### src/rtl/capture_readout_if.sv
// capture_readout_if: valid/ready sample stream from the capture readout
// stage to the host-link serializer. The readout stage drives the master side.
interface capture_readout_if #(
  parameter int DATA_WIDTH = 8
);
  logic [DATA_WIDTH-1:0] out_data;
  logic                  out_valid;
  logic                  out_ready;

  modport master (
    output out_data,
    output out_valid,
    input  out_ready
  );

  modport slave (
    input  out_data,
    input  out_valid,
    output out_ready
  );
endinterface

### src/rtl/capture_readout.sv
// capture_readout: logic analyzer capture controller and readout stage.
// Enables the circular sample writer while armed, records POST_TRIGGER
// samples after a trigger hit, freezes the buffer, then streams the captured
// window oldest-first over the valid/ready stream interface.
// Optional build macro CAPTURE_TRIGGER_EDGE_EN: when defined a trigger hit is a
// rising edge of 'trigger'; otherwise 'trigger' is level-sensitive.
module capture_readout #(
  parameter int DATA_WIDTH   = 8,
  parameter int ADDR_WIDTH   = 4,
  parameter int POST_TRIGGER = 4
) (
  input  logic                  clk,
  input  logic                  reset,
  input  logic                  arm,
  input  logic                  trigger,
  input  logic [ADDR_WIDTH-1:0] waddr,
  input  logic                  primed,
  output logic                  write_enable,
  output logic [ADDR_WIDTH-1:0] raddr,
  input  logic [DATA_WIDTH-1:0] rdata,
  capture_readout_if.master     stream,
  output logic                  busy,
  output logic                  done
);

  localparam int                  DEPTH      = 1 << ADDR_WIDTH;
  localparam logic [ADDR_WIDTH:0] FULL_COUNT = (ADDR_WIDTH + 1)'(DEPTH);
  localparam logic [ADDR_WIDTH-1:0] POST_LOAD = ADDR_WIDTH'(POST_TRIGGER);
  localparam bit                  NO_POST    = (POST_TRIGGER == 0);

  typedef enum logic [2:0] {
    IDLE   = 3'd0,
    ARMED  = 3'd1,
    POST   = 3'd2,
    LOAD   = 3'd3,
    STREAM = 3'd4,
    DONE   = 3'd5
  } state_t;

  state_t                state, state_next;
  logic [ADDR_WIDTH-1:0] post_cnt;
  logic [ADDR_WIDTH:0]   remaining;
  logic                  trig_hit;
  logic                  stream_load;
  logic                  last_accept;
  logic [ADDR_WIDTH-1:0] load_start;
  logic [ADDR_WIDTH:0]   load_remaining;

`ifdef CAPTURE_TRIGGER_EDGE_EN
  logic trigger_q;

  // Previous trigger level, so a level already high at arm time cannot fire
  always_ff @(posedge clk) begin
    if (reset) trigger_q <= 1'b0;
    else       trigger_q <= trigger;
  end

  assign trig_hit = trigger && !trigger_q;
`else
  assign trig_hit = trigger;
`endif

  // Once the writer is frozen a full buffer starts at the oldest slot (waddr),
  // a partial one starts at 0 and holds waddr samples
  assign load_start     = primed ? waddr : '0;
  assign load_remaining = primed ? FULL_COUNT : {1'b0, waddr};

  assign stream_load = !stream.out_valid || stream.out_ready;
  assign last_accept = (remaining == '0) && stream.out_valid && stream.out_ready;

  // State register
  always_ff @(posedge clk) begin
    if (reset) state <= IDLE;
    else       state <= state_next;
  end

  // Next-state decode plus the state-decoded strobes and status flags
  always_comb begin
    state_next   = state;
    write_enable = 1'b0;
    busy         = 1'b1;
    done         = 1'b0;
    case (state)
      IDLE: begin
        busy = 1'b0;
        if (arm) state_next = ARMED;
      end
      ARMED: begin
        write_enable = 1'b1;
        if (trig_hit) state_next = NO_POST ? LOAD : POST;
      end
      POST: begin
        write_enable = 1'b1;
        if (post_cnt == ADDR_WIDTH'(1)) state_next = LOAD;
      end
      LOAD: begin
        state_next = (load_remaining == '0) ? DONE : STREAM;
      end
      STREAM: begin
        if (last_accept) state_next = DONE;
      end
      DONE: begin
        busy = 1'b0;
        done = 1'b1;
        if (arm) state_next = ARMED;
      end
      default: state_next = IDLE;
    endcase
  end

  // Post-trigger counter, read pointer, remaining count and output register
  always_ff @(posedge clk) begin
    if (reset) begin
      post_cnt         <= '0;
      remaining        <= '0;
      raddr            <= '0;
      stream.out_data  <= '0;
      stream.out_valid <= 1'b0;
    end else begin
      case (state)
        ARMED: begin
          if (trig_hit) post_cnt <= POST_LOAD;
        end
        POST: begin
          post_cnt <= post_cnt - 1'b1;
        end
        LOAD: begin
          raddr     <= load_start;
          remaining <= load_remaining;
        end
        STREAM: begin
          if (remaining != '0) begin
            if (stream_load) begin
              stream.out_data  <= rdata;
              stream.out_valid <= 1'b1;
              raddr            <= raddr + 1'b1;
              remaining        <= remaining - 1'b1;
            end
          end else if (last_accept) begin
            stream.out_valid <= 1'b0;
          end
        end
        default: ;
      endcase
    end
  end

endmodule

### src/flat_wrapper.sv
// flat-port wrapper written by rule: the top's interface ports become plain ports
module capture_readout_flat 
#(
  parameter int DATA_WIDTH   = 8,
  parameter int ADDR_WIDTH   = 4,
  parameter int POST_TRIGGER = 4
)
  (clk, reset, arm, trigger, waddr, primed, write_enable, raddr, rdata, busy, done, stream_out_data, stream_out_valid, stream_out_ready);
  capture_readout_if #(.DATA_WIDTH(DATA_WIDTH)) stream_i ();
  input  logic clk;
  input  logic reset;
  input  logic arm;
  input  logic trigger;
  input  logic [ADDR_WIDTH-1:0] waddr;
  input  logic primed;
  output logic write_enable;
  output logic [ADDR_WIDTH-1:0] raddr;
  input  logic [DATA_WIDTH-1:0] rdata;
  output logic busy;
  output logic done;
  output wire logic [$bits(stream_i.out_data)-1:0] stream_out_data;
  output wire logic [$bits(stream_i.out_valid)-1:0] stream_out_valid;
  input wire logic [$bits(stream_i.out_ready)-1:0] stream_out_ready;
  assign stream_out_data = stream_i.out_data;
  assign stream_out_valid = stream_i.out_valid;
  assign stream_i.out_ready = stream_out_ready;
  capture_readout #(.DATA_WIDTH(DATA_WIDTH), .ADDR_WIDTH(ADDR_WIDTH), .POST_TRIGGER(POST_TRIGGER)) u_core (.clk(clk), .reset(reset), .arm(arm), .trigger(trigger), .waddr(waddr), .primed(primed), .write_enable(write_enable), .raddr(raddr), .rdata(rdata), .stream(stream_i), .busy(busy), .done(done));
endmodule
### config.mk
export PLATFORM = sky130hd
export DESIGN_NAME = capture_readout_flat
export DESIGN_NICKNAME = d
export VERILOG_FILES = /design/src/rtl/capture_readout_if.sv /design/src/rtl/capture_readout.sv /design/src/flat_wrapper.sv
export SDC_FILE = /design/constraint.sdc
export NUM_CORES = 1
export LEC_CHECK = 0
export BUFFER_PORTS_ARGS = -buffer_cell sky130_fd_sc_hd__buf_4
export CAP_MARGIN = 5
export CORE_ASPECT_RATIO = 0.5
export CORE_MARGIN = 10
export CORE_UTILIZATION = 47
export DETAILED_ROUTE_END_ITERATION = 16
export PLACE_DENSITY = 0.86
export SLEW_MARGIN = 20
export SYNTH_ARGS = -nofsm -noshare
export SYNTH_HDL_FRONTEND = slang
export SYNTH_SLANG_ARGS = --single-unit
### constraint.sdc
create_clock -name clk -period 1.55 [get_ports clk]
set_input_delay 0.0775 -clock clk [delete_from_list [all_inputs] [get_ports clk]]
set_output_delay 0.0775 -clock clk [all_outputs]
set_load 0.01 [all_outputs]
# Word level (Yosys, flattened, before mapping)
# Index checks and enable logic that the tools add are counted.
dict set report word_totals {
  reg_bits 25
  elab_cells 62
}
dict set report classes {
  addsub 3
  n_eq_ne 13
  n_mux 22
  n_reduce_logical 18
}
# cell n
set op_table {}
lappend op_table {{2-to-1 mux 4 bit} 4}
lappend op_table {{one-hot mux 4 bit (2 select lines)} 2}
lappend op_table {{2-to-1 mux 5 bit} 3}
lappend op_table {{one-hot mux 3 bit (5 select lines)} 1}
lappend op_table {{2-to-1 mux 3 bit} 4}
lappend op_table {{inequality test 2 x 1 -> 1 bit, second input constant} 6}
lappend op_table {{logical NOT 5 bit} 2}
lappend op_table {{one-hot mux 5 bit (2 select lines)} 1}
lappend op_table {{AND reduction 3 bit} 3}
lappend op_table {{2-to-1 mux 1 bit} 7}
lappend op_table {{equality test 3 x 2 -> 1 bit, second input constant} 2}
lappend op_table {{equality test 3 bit, second input constant} 2}
lappend op_table {{nonzero test 2 bit} 3}
lappend op_table {{nonzero test 5 bit} 1}
lappend op_table {{subtractor 5 x 1 -> 5 bit, second input constant} 1}
lappend op_table {{adder 4 x 1 -> 4 bit, second input constant} 1}
lappend op_table {{equality test 4 x 1 -> 1 bit, second input constant} 1}
lappend op_table {{AND reduction 4 bit} 1}
lappend op_table {{OR reduction 2 bit} 2}
lappend op_table {{subtractor 4 x 1 -> 4 bit, second input constant} 1}
lappend op_table {{equality test 3 x 1 -> 1 bit, second input constant} 1}
lappend op_table {{logical NOT 3 bit} 1}
lappend op_table {{logical AND 1 bit} 2}
lappend op_table {{inequality test 2 bit, second input constant} 1}
lappend op_table {{3 further kinds} 3}

# Depth between registers and ports, before layout
# Gate-level depths: netlist of run 1.
dict set report logic_depth {
  word_depth 5
  mapped_depth 7
  depth_no_buf 6
}

# Worst setup path before layout of run 1
# OpenSTA, ideal clock, no wires.
dict set report synth_timing {
  path_type {flip-flop to flip-flop}
  startpoint {register u_core.remaining[0]}
  endpoint {register u_core.state[0]}
  t_arrival_ns 1.512
  t_required_ns 1.434
  slack_ns -0.078
  path_stages_with_launch 7
  cell_sequence {dfxtp_1 inv_1 ha_1 or4b_1 o211ai_1 a21oi_1 a41o_1}
}
dict set report synth_via {
  elab_chain_cells 5
}
# item line_no
set synth_lines {}
lappend synth_lines {{start: declaration} capture_readout.sv:42} ;# logic [ADDR_WIDTH:0] remaining;
lappend synth_lines {{start signal: assignment} capture_readout.sv:129} ;# remaining <= load_remaining;
lappend synth_lines {{start signal: assignment} capture_readout.sv:137} ;# remaining <= remaining - 1'b1;
lappend synth_lines {{logical NOT 5 bit} capture_readout.sv:69} ;# assign last_accept = (remaining == '0) && stream.out_valid && stream.out_ready;
lappend synth_lines {{logical AND 1 bit (2 in series)} capture_readout.sv:69}
lappend synth_lines {{inequality test 2 x 1 -> 1 bit (no source line)} --}
lappend synth_lines {{AND reduction 4 bit (no source line)} --}
lappend synth_lines {{end signal: assignment} capture_readout.sv:74} ;# else state <= state_next;
lappend synth_lines {{end: declaration} capture_readout.sv:40} ;# state_t state, state_next;
# Every way passes these cells.
# A chain may end at the register's enable or synchronous reset.

# Final worst setup path of run 1
# Ends and elaborated chain as after synthesis.

==> flow_metrics.tcl, run 1 <==
set metrics [dict create \
    clk_path_buf_depth 2 \
    ys_ff_latch 25 \
    rsz0062_at_grt "yes" \
    critical_path_class "reg2reg" \
    grt_pass1_vias 1398 \
    wl_per_cell_um 15.6 \
    ys_async_sr_fraction_pct 0 \
    critPathMaxFanout 4 \
    fp.dieArea_um2 5660 \
    overflow 0 \
    grt_max_degree 28 \
    ys_seq_area_share_pct 36.0 \
    antenna_found_initial 0 \
    vias_per_cell 5.62 \
    syn_area_um2 1390 \
    ctsRootBufferMaster "clkbuf_8" \
    powerDensity_nw_per_um2 890 \
    worstSkewPairLatency_ns 0.28 \
    cts_tree "built" \
    max_freq_ghz 0.603 \
    drive_gt1_share_pct 35.3 \
    die_h_um 58.5 \
    fp.dieW_um 96.9 \
    yosysWarnings 0 \
    pin_count 34 \
    cp-start-kind "flip-flop" \
    post-dp-hpwl_um 2800 \
    grt.total_usage_pct 12.8 \
    totalWireLength_um 3930 \
    dp_slack_ns -0.106 \
    drt_iter0_markers 66 \
    initial_utilization_pct 51.5 \
    tightestPinTransition_ns 0.499 \
    fill_cells 201 \
    core_um2 2700 \
    setup-violations-final 6 \
    diodes 0 \
    final_common_cell "buf_4" \
    failed_checks "setup timing" \
    synth.distinct_cells 40 \
    hold_path.class "in2reg" \
    leakagePower_nw 0.767 \
    syn_avg_cell_area_um2 8.23 \
    numClockSinks 25 \
    drv_slew 0 \
    status "complete, but fails checks" \
    final_cell_mix "50 x buf_4, 21 x dfxtp_1, 19 x nor2_1, 15 x a21oi_1, 10 x o21ai_0" \
    endpoint_kind "flip-flop" \
    stdcell_count 252 \
    required_ns 1.73 \
    portBuffers 33 \
    gp_congestion 0.873 \
    grt_pass1_wl_um 6230 \
    num_vias 1415 \
    fin_crit_sh_pct 107 \
    finalCriticalPeriod_ns 1.66 \
    fin_skew_ns 0.00199 \
    synth_edf_count 0 \
    htreeDepth 1 \
    reg2reg_slack_ns -0.11 \
    drc 0 \
    fin_ws_ns -0.109 \
    arrival_ns 1.84 \
    synthCells 169 \
    slew_headroom_pct 66.3 \
    area_growth_pct 37.3 \
    ir_drop_mv 0.579 \
    synth_ff_type "dfxtp_1" \
    cts_hold_buffers 0 \
    clk_pin_slew_ns 0.09 \
    fin_nets 238 \
    fin_tns_setup_ns -0.328 \
    rows 13 \
    ant_nets 0 \
    hold_viol_final 0 \
    dp.cells 243 \
    syn-num-nets 191 \
    dr.pass1.iters 4 \
    cts_made_buffers 3 \
    maxCapViolCount 0 \
]
what timing repair did:
action,in CTS,in global routing
endpoints found under the setup margin,15,18
endpoints found under the hold margin,0,0
setup buffers,3,2
pin swaps,3,6
gates resized for setup,10,8
area by class of cell:
type	count	area [um^2]	share of cell area, %
tap	37	46.3	2.43
timing repair buffer	52	398	20.9
clock buffer	3	41.3	2.16
sequential	25	505	26.5
clock inverter	1	7.51	0.393
multi-input combinational	127	883	46.3
inverter	7	26.3	1.38
worst paths after layout:
check / start / to / depth (start not counted)
worst max-delay path: u_core.remaining[0] / u_core.state[0] / 6
worst min-delay path: rdata[1] / u_core.stream.out_data[1] / 3
worst max register to register: u_core.remaining[0] / u_core.state[0] / 6
worst min register to register: u_core.stream.out_data[5] / u_core.stream.out_data[5] / 2
state kept, by name, indices dropped and copies added, names as in the netlist:
signal / cells
u_core.raddr: 4
u_core.remaining: 5
u_core.stream.out_valid: 1
u_core.state: 3
u_core.stream.out_data: 8
u_core.post_cnt: 4
metrics by stage:
step / utilization [%] / hold WS (ns) / power, mW / area [um^2]
floorplan: - / 0.218 / 1.05 / 1410
global placement: 65.2 / 0.309 / 1.23 / 1760
detailed placement: 65.2 / 0.325 / 1.25 / 1760
CTS: 69.4 / 0.0230 / 1.68 / 1870
global route: 70.7 / 0.0340 / 1.78 / 1910
finish: 70.7 / 0.0301 / 1.70 / 1910
kinds of logic (layout without fill, tap and decap cells):
logic type,after synthesis,count (layout),share of synthesized area (%)
buffers and inverters,17,63,5.04
multiplexers,9,9,6.48
AO/OA/AOI/OAI,43,43,19.7
adder cells (fa/ha/maj),4,4,3.60
AND/OR/NAND/NOR,71,71,29.2
flip-flops,25,25,36.0
worst max-delay path, stage by stage (launching register included):
cell      delay, ns
dfxtp_2        0.33
inv_2          0.07
ha_4           0.14
or4b_4         0.49
o211ai_1       0.22
a21oi_1        0.10
a41o_1         0.21
Yosys cell counts, types with 4 or more instances:
library cell | number | share of area (%)
a21oi_1 | 16 | 5.8
and2_1 | 4 | 1.8
clkbuf_1 | 6 | 1.6
dfxtp_1 | 25 | 36
ha_1 | 4 | 3.6
inv_1 | 7 | 1.9
mux2i_1 | 9 | 6.5
nand2_1 | 7 | 1.9
nand2b_1 | 5 | 2.3
nand3_1 | 5 | 1.8
nand3b_1 | 4 | 2.2
nor2_1 | 20 | 5.4
nor3_1 | 7 | 2.5
nor3b_1 | 5 | 2.7
o21ai_0 | 11 | 4.0
report_power, final:
part	total, mW	internal (mW)	leakage (nW)	switching (mW)
Clock	0.409	0.183	0.0217	0.226
Sequential	0.727	0.688	0.204	0.0392
Combinational	0.563	0.274	0.541	0.289
metal layers:
metal  wire length, um  track usage, %  up-vias
li1                  -               -      695
met4                70            6.89        0
met2              2030            24.4       46
met1              1640            13.2      666
met5                 0               0        -
met3               182            2.91        8
Note: power is estimated with default switching activity, not from simulation.
==> run 2, diff against run 1 <==
Settings changed: GPL_TIMING_DRIVEN set to 0, PLACE_DENSITY 0.86 to 0.74.
==> flow_metrics.tcl, run 2 (synthesis gave the netlist of run 1 again) <==
set metrics [dict create \
    status "complete, but fails checks" \
    failed_checks "setup timing" \
    ant_nets 0 \
    antenna_found_initial 0 \
    fin_hold_ws_ns 0.0301 \
    num_vias 1458 \
    critPathMaxFanout 5 \
    worstSetupStartpoint "u_core.remaining[0]" \
    portBuffers 32 \
    cts_made_buffers 3 \
    dr.pass1.iters 4 \
    fin_crit_sh_pct 112 \
    final_common_cell "buf_4" \
    leakagePower_nw 0.805 \
    top_register "u_core.stream.out_data" \
    clk_pin_slew_ns 0.10 \
    fin_nets 246 \
    fin_tns_setup_ns -0.701 \
    finalCriticalPeriod_ns 1.74 \
    die_h_um 58.5 \
    r2r_start "u_core.remaining[0]" \
    grt.total_usage_pct 13.3 \
    endpoint_kind "flip-flop" \
    vias_per_cell 5.61 \
    path_depth 6 \
    overflow 0 \
    grt_pass1_vias 1415 \
    fin_ws_ns -0.187 \
    ctsRootBufferMaster "clkbuf_8" \
    gp_congestion 0.816 \
    tightestPinTransition_ns 0.583 \
    htreeDepth 1 \
    reg_top3 "u_core.stream.out_data x8, u_core.remaining x5" \
    required_ns 1.73 \
    drive_gt1_share_pct 38.1 \
    largest_reg_flops 8 \
    reg2reg_to "u_core.state[0]" \
    rr_worst_depth 6 \
    drc 0 \
    powerDensity_nw_per_um2 892 \
    rsz0062_at_grt "yes" \
    max_freq_ghz 0.576 \
    worstSkewPairLatency_ns 0.28 \
    totalWireLength_um 4150 \
    critical_path_class "reg2reg" \
    area_growth_pct 43.1 \
    rows 13 \
    cts_hold_buffers 0 \
    cp-start-kind "flip-flop" \
    fin_skew_ns 0.00726 \
    fill_cells 213 \
    crit_path_cell_trace "inv_2, ha_4, or4b_4, o211ai_1, a21oi_1, a41o_1" \
    ir_drop_mv 0.661 \
    slew_headroom_pct 61.1 \
    core_um2 2700 \
    hold_path.class "in2reg" \
    fp.dieArea_um2 5660 \
    fp.dieW_um 96.9 \
    grt_pass1_wl_um 6440 \
    cts_tree "built" \
    wl_per_cell_um 16.0 \
    path_buf_inv 1 \
    hold_depth 3 \
    setup-violations-final 16 \
    post-dp-hpwl_um 2730 \
    hold_viol_final 0 \
    pin_count 34 \
    initial_utilization_pct 51.5 \
    crit_family "compound AO/OA/AOI/OAI gates" \
    critPathSlowestCell "or4b_4" \
    reg2reg_slack_ns -0.19 \
    diodes 0 \
    numClockSinks 25 \
    drt_iter0_markers 101 \
    dp_slack_ns -0.539 \
    grt_max_degree 17 \
    arrival_ns 1.92 \
    maxCapViolCount 0 \
    cp-endpoint "u_core.state[0]" \
    drv_slew 0 \
    clk_path_buf_depth 2 \
    finalPower_mw 1.77 \
    final_cell_mix "49 x buf_4, 20 x dfxtp_1, 18 x nor2_1, 15 x a21oi_1, 9 x mux2i_1" \
    cpPeakStageDelay_ns 0.52 \
]
==> run 2: area by class of cell <==
type | count | area, um^2 | area share, %
Buffer | 9 | 53.8 | 2.70
Inverter | 7 | 26.3 | 1.32
Sequential cell | 25 | 509 | 25.6
Tap cell | 37 | 46.3 | 2.33
Clock buffer | 3 | 41.3 | 2.08
Multi-Input combinational cell | 127 | 913 | 45.9
Clock inverter | 1 | 8.76 | 0.440
Timing Repair Buffer | 51 | 390 | 19.6
==> run 2: per-stage QoR <==
| stage | util (%) | cell area, um^2 | cells |
|---|---|---|---|
| final | 73.7 | 1990 | 260 |
| after detailed placement | 62.7 | 1690 | 238 |
| after global routing | 73.7 | 1990 | 260 |
| after floorplan | - | 1410 | 169 |
| after CTS | 70.4 | 1900 | 255 |
| after global placement | 62.7 | 1690 | 238 |
==> run 2: repair_timing <==
action	in CTS	in global routing
pin swaps	8	12
gates resized for setup	22	17
gates cloned	1	0
endpoints found under the setup margin	23	22
buffers inserted	12	11
==> run 2: worst min-delay path by stage <==
stage               startpoint                        end
floorplan               primed        u_core.remaining[4]
global placement      rdata[7]  u_core.stream.out_data[7]
detailed placement    rdata[2]  u_core.stream.out_data[2]
CTS                   rdata[2]  u_core.stream.out_data[2]
global route          rdata[2]  u_core.stream.out_data[2]
finish                rdata[4]  u_core.stream.out_data[4]
==> run 2: worst register-to-register path, delay by kind of cell, from the launching register on <==
family	cells	cell delay, ns
fa+ha+maj	1	0.15
buf+inv	1	0.07
flops	1	0.33
simple gates	1	0.52
compound gates	3	0.58
==> run 2: layer usage <==
layer / vias up / part of all wire [%] / global-route usage, %
li1: 711 / - / -
met1: 705 / 41 / 14.4
met2: 36 / 52 / 25.1
met3: 6 / 5.2 / 3.61
met4: 0 / 1.7 / 4.18
met5: - / 0 / 0
==> run 2: report_power, final <==
| part | switching (mW) | internal (mW) | total (mW) | leakage [nW] |
|---|---|---|---|---|
| Sequential | 0.0449 | 0.694 | 0.739 | 0.205 |
| Combinational | 0.307 | 0.309 | 0.616 | 0.574 |
| Clock | 0.230 | 0.189 | 0.419 | 0.0261 |
| Total | 0.583 | 1.19 | 1.77 | 0.805 |
==> run 3, diff against run 2 <==
Settings changed: BUFFER_PORTS_ARGS -buffer_cell sky130_fd_sc_hd__buf_4 to -buffer_cell sky130_fd_sc_hd__buf_2.
Clock period 1.55 ns to 1.45 ns, I/O delays scaled along.
==> flow_metrics.tcl, run 3 (synthesis gave the netlist of run 1 again) <==
set metrics [dict create \
    post-dp-hpwl_um 2720 \
    cp-start-kind "flip-flop" \
    r2r_start "u_core.remaining[1]" \
    cts_tree "built" \
    arrival_ns 1.86 \
    fp.dieW_um 96.9 \
    reg_top3 "u_core.stream.out_data x8, u_core.remaining x5" \
    met1_length_um 1770 \
    antenna_found_initial 0 \
    multiInputGateArea_um2 907 \
    cts_made_buffers 3 \
    portBuffers 32 \
    cpPeakStageDelay_ns 0.49 \
    final_cell_mix "33 x buf_2, 20 x dfxtp_1, 19 x buf_4, 18 x nor2_1, 14 x a21oi_1" \
    switchingPower_mw 0.631 \
    endpoint_kind "flip-flop" \
    gp_congestion 0.856 \
    critPathSlowestCell "or4b_4" \
    reg2reg_slack_ns -0.23 \
    crit_path_cell_trace "inv_2, ha_4, or4b_4, o211ai_1, a21oi_1, a41o_1" \
    fp.dieArea_um2 5660 \
    fin_skew_ns 0.00787 \
    grt_pass1_vias 1386 \
    worstSkewPairLatency_ns 0.28 \
    overflow 0 \
    hp-start "rdata[2]" \
    hold_depth 3 \
    fin_tns_setup_ns -2.07 \
    grt.total_usage_pct 12.6 \
    clkPwrFrac_pct 23.4 \
    final-seq-area_um2 509 \
    vias_per_cell 5.61 \
    rr_worst_depth 6 \
    dr.pass1.iters 4 \
    die_h_um 58.5 \
    drive_gt1_share_pct 39.6 \
    htreeDepth 1 \
    crit_family "compound AO/OA/AOI/OAI gates" \
    wl_per_cell_um 15.0 \
    worstHoldEndpoint "u_core.stream.out_data[2]" \
    max_freq_ghz 0.596 \
    fin_ws_ns -0.228 \
    setup-violations-final 17 \
    finalCriticalPeriod_ns 1.68 \
    grt_pass1_wl_um 6120 \
    reg2reg_to "u_core.state[0]" \
    totalWireLength_um 3940 \
    initial_utilization_pct 51.5 \
    numClockSinks 25 \
    failed_checks "setup timing" \
    fin_crit_sh_pct 116 \
    power_frac_seq_pct 41.4 \
    critical_path_class "reg2reg" \
    route.met3.wl_um 256 \
    maxCapViolCount 0 \
    rows 13 \
    drv_slew 0 \
    ctsRootBufferMaster "clkbuf_8" \
    top_register "u_core.stream.out_data" \
    swShare_pct 32.9 \
    slew_headroom_pct 61.8 \
    clk_path_buf_depth 2 \
    num_vias 1470 \
    status "complete, but fails checks" \
    final_util_pct 71.6 \
    power_frac_comb_pct 35.2 \
    ant_nets 0 \
    powerDensity_nw_per_um2 991 \
    fill_cells 216 \
    final_common_cell "buf_2" \
    area_growth_pct 39.1 \
    path_buf_inv 1 \
    rsz0062_at_grt "yes" \
    diodes 0 \
    drc 0 \
    hold_path.class "in2reg" \
    largest_reg_flops 8 \
    fin_nets 248 \
    core_um2 2700 \
    leakagePower_nw 0.808 \
    ir_drop_mv 0.550 \
    finalPower_mw 1.92 \
    drt_iter0_markers 53 \
    intPower_mw 1.28 \
    dp.cells 238 \
    clk_pin_slew_ns 0.10 \
    grt_max_degree 17 \
    dp_slack_ns -0.582 \
    met2_length_um 1880 \
    required_ns 1.63 \
    critPathMaxFanout 5 \
    hold_viol_final 0 \
    top_layer_used "met4" \
    pin_count 34 \
    tightestPinTransition_ns 0.574 \
    stdcell_count 262 \
]
## run 3: cell types whose count changed in the layout (fill, tap and decap cells not counted), sizes merged
cell,before,now
buf,56,59
clkbuf,7,6
## run 3: area by class of cell
type	count	share of cell area (%)
Multi-Input combinational cell	127	46.9
Sequential cell	25	26.3
Clock buffer	3	2.14
Timing Repair Buffer	54	17.3
Tap cell	37	2.39
Buffer	8	3.11
Clock inverter	1	0.453
Inverter	7	1.36
## run 3: how the worst max path moves through the flow
| stage | from | end | slack, ns | cells past startpoint |
|---|---|---|---|---|
| 3_5_place_dp | u_core.state[1] | u_core.raddr[2] | -0.58 | 5 |
| 5_1_grt | u_core.remaining[1] | u_core.state[0] | -0.27 | 6 |
| 4_1_cts | u_core.remaining[1] | u_core.state[0] | -0.21 | 6 |
| 6_report | u_core.remaining[1] | u_core.state[0] | -0.23 | 6 |
| 2_1_floorplan | u_core.remaining[1] | u_core.state[0] | -0.09 | 6 |
| 3_3_place_gp | u_core.state[1] | u_core.remaining[3] | -0.57 | 5 |
## run 3: stage by stage
stage	area, um^2	hold slack, ns
2_1_floorplan	1430	0.213
3_3_place_gp	1640	0.304
3_5_place_dp	1640	0.318
4_1_cts	1850	0.0235
5_1_grt	1930	0.0157
6_report	1930	0.0216
## run 3: worst reg2reg max path, stage by stage (launching register included)
cell	delay, ns
dfxtp_2	0.33
inv_2	0.06
ha_4	0.15
or4b_4	0.49
o211ai_1	0.23
a21oi_1	0.11
a41o_1	0.20
## run 3: power by group through the flow
| stage | clock, mW | sequential, mW | combinational (mW) |
|---|---|---|---|
| global placement | 0 | 0.803 | 0.457 |
| detailed placement | 0 | 0.807 | 0.465 |
| CTS | 0.455 | 0.785 | 0.587 |
| global route | 0.481 | 0.801 | 0.732 |
| floorplan | 0 | 0.792 | 0.336 |
| finish | 0.449 | 0.794 | 0.673 |
## run 3: layer usage
| layer | global-route usage, % | vias to the layer above |
|---|---|---|
| li1 | - | 721 |
| met4 | 3.97 | 0 |
| met1 | 14.8 | 692 |
| met5 | 0 | - |
| met2 | 21.7 | 52 |
| met3 | 4.19 | 5 |
## run 3: what timing repair did
item	4_1_cts	5_1_grt
resized for setup	18	21
gates cloned	0	2
hold buffers	0	0
pin swaps	9	11
setup buffers	14	6
setup endpoints to repair	24	25
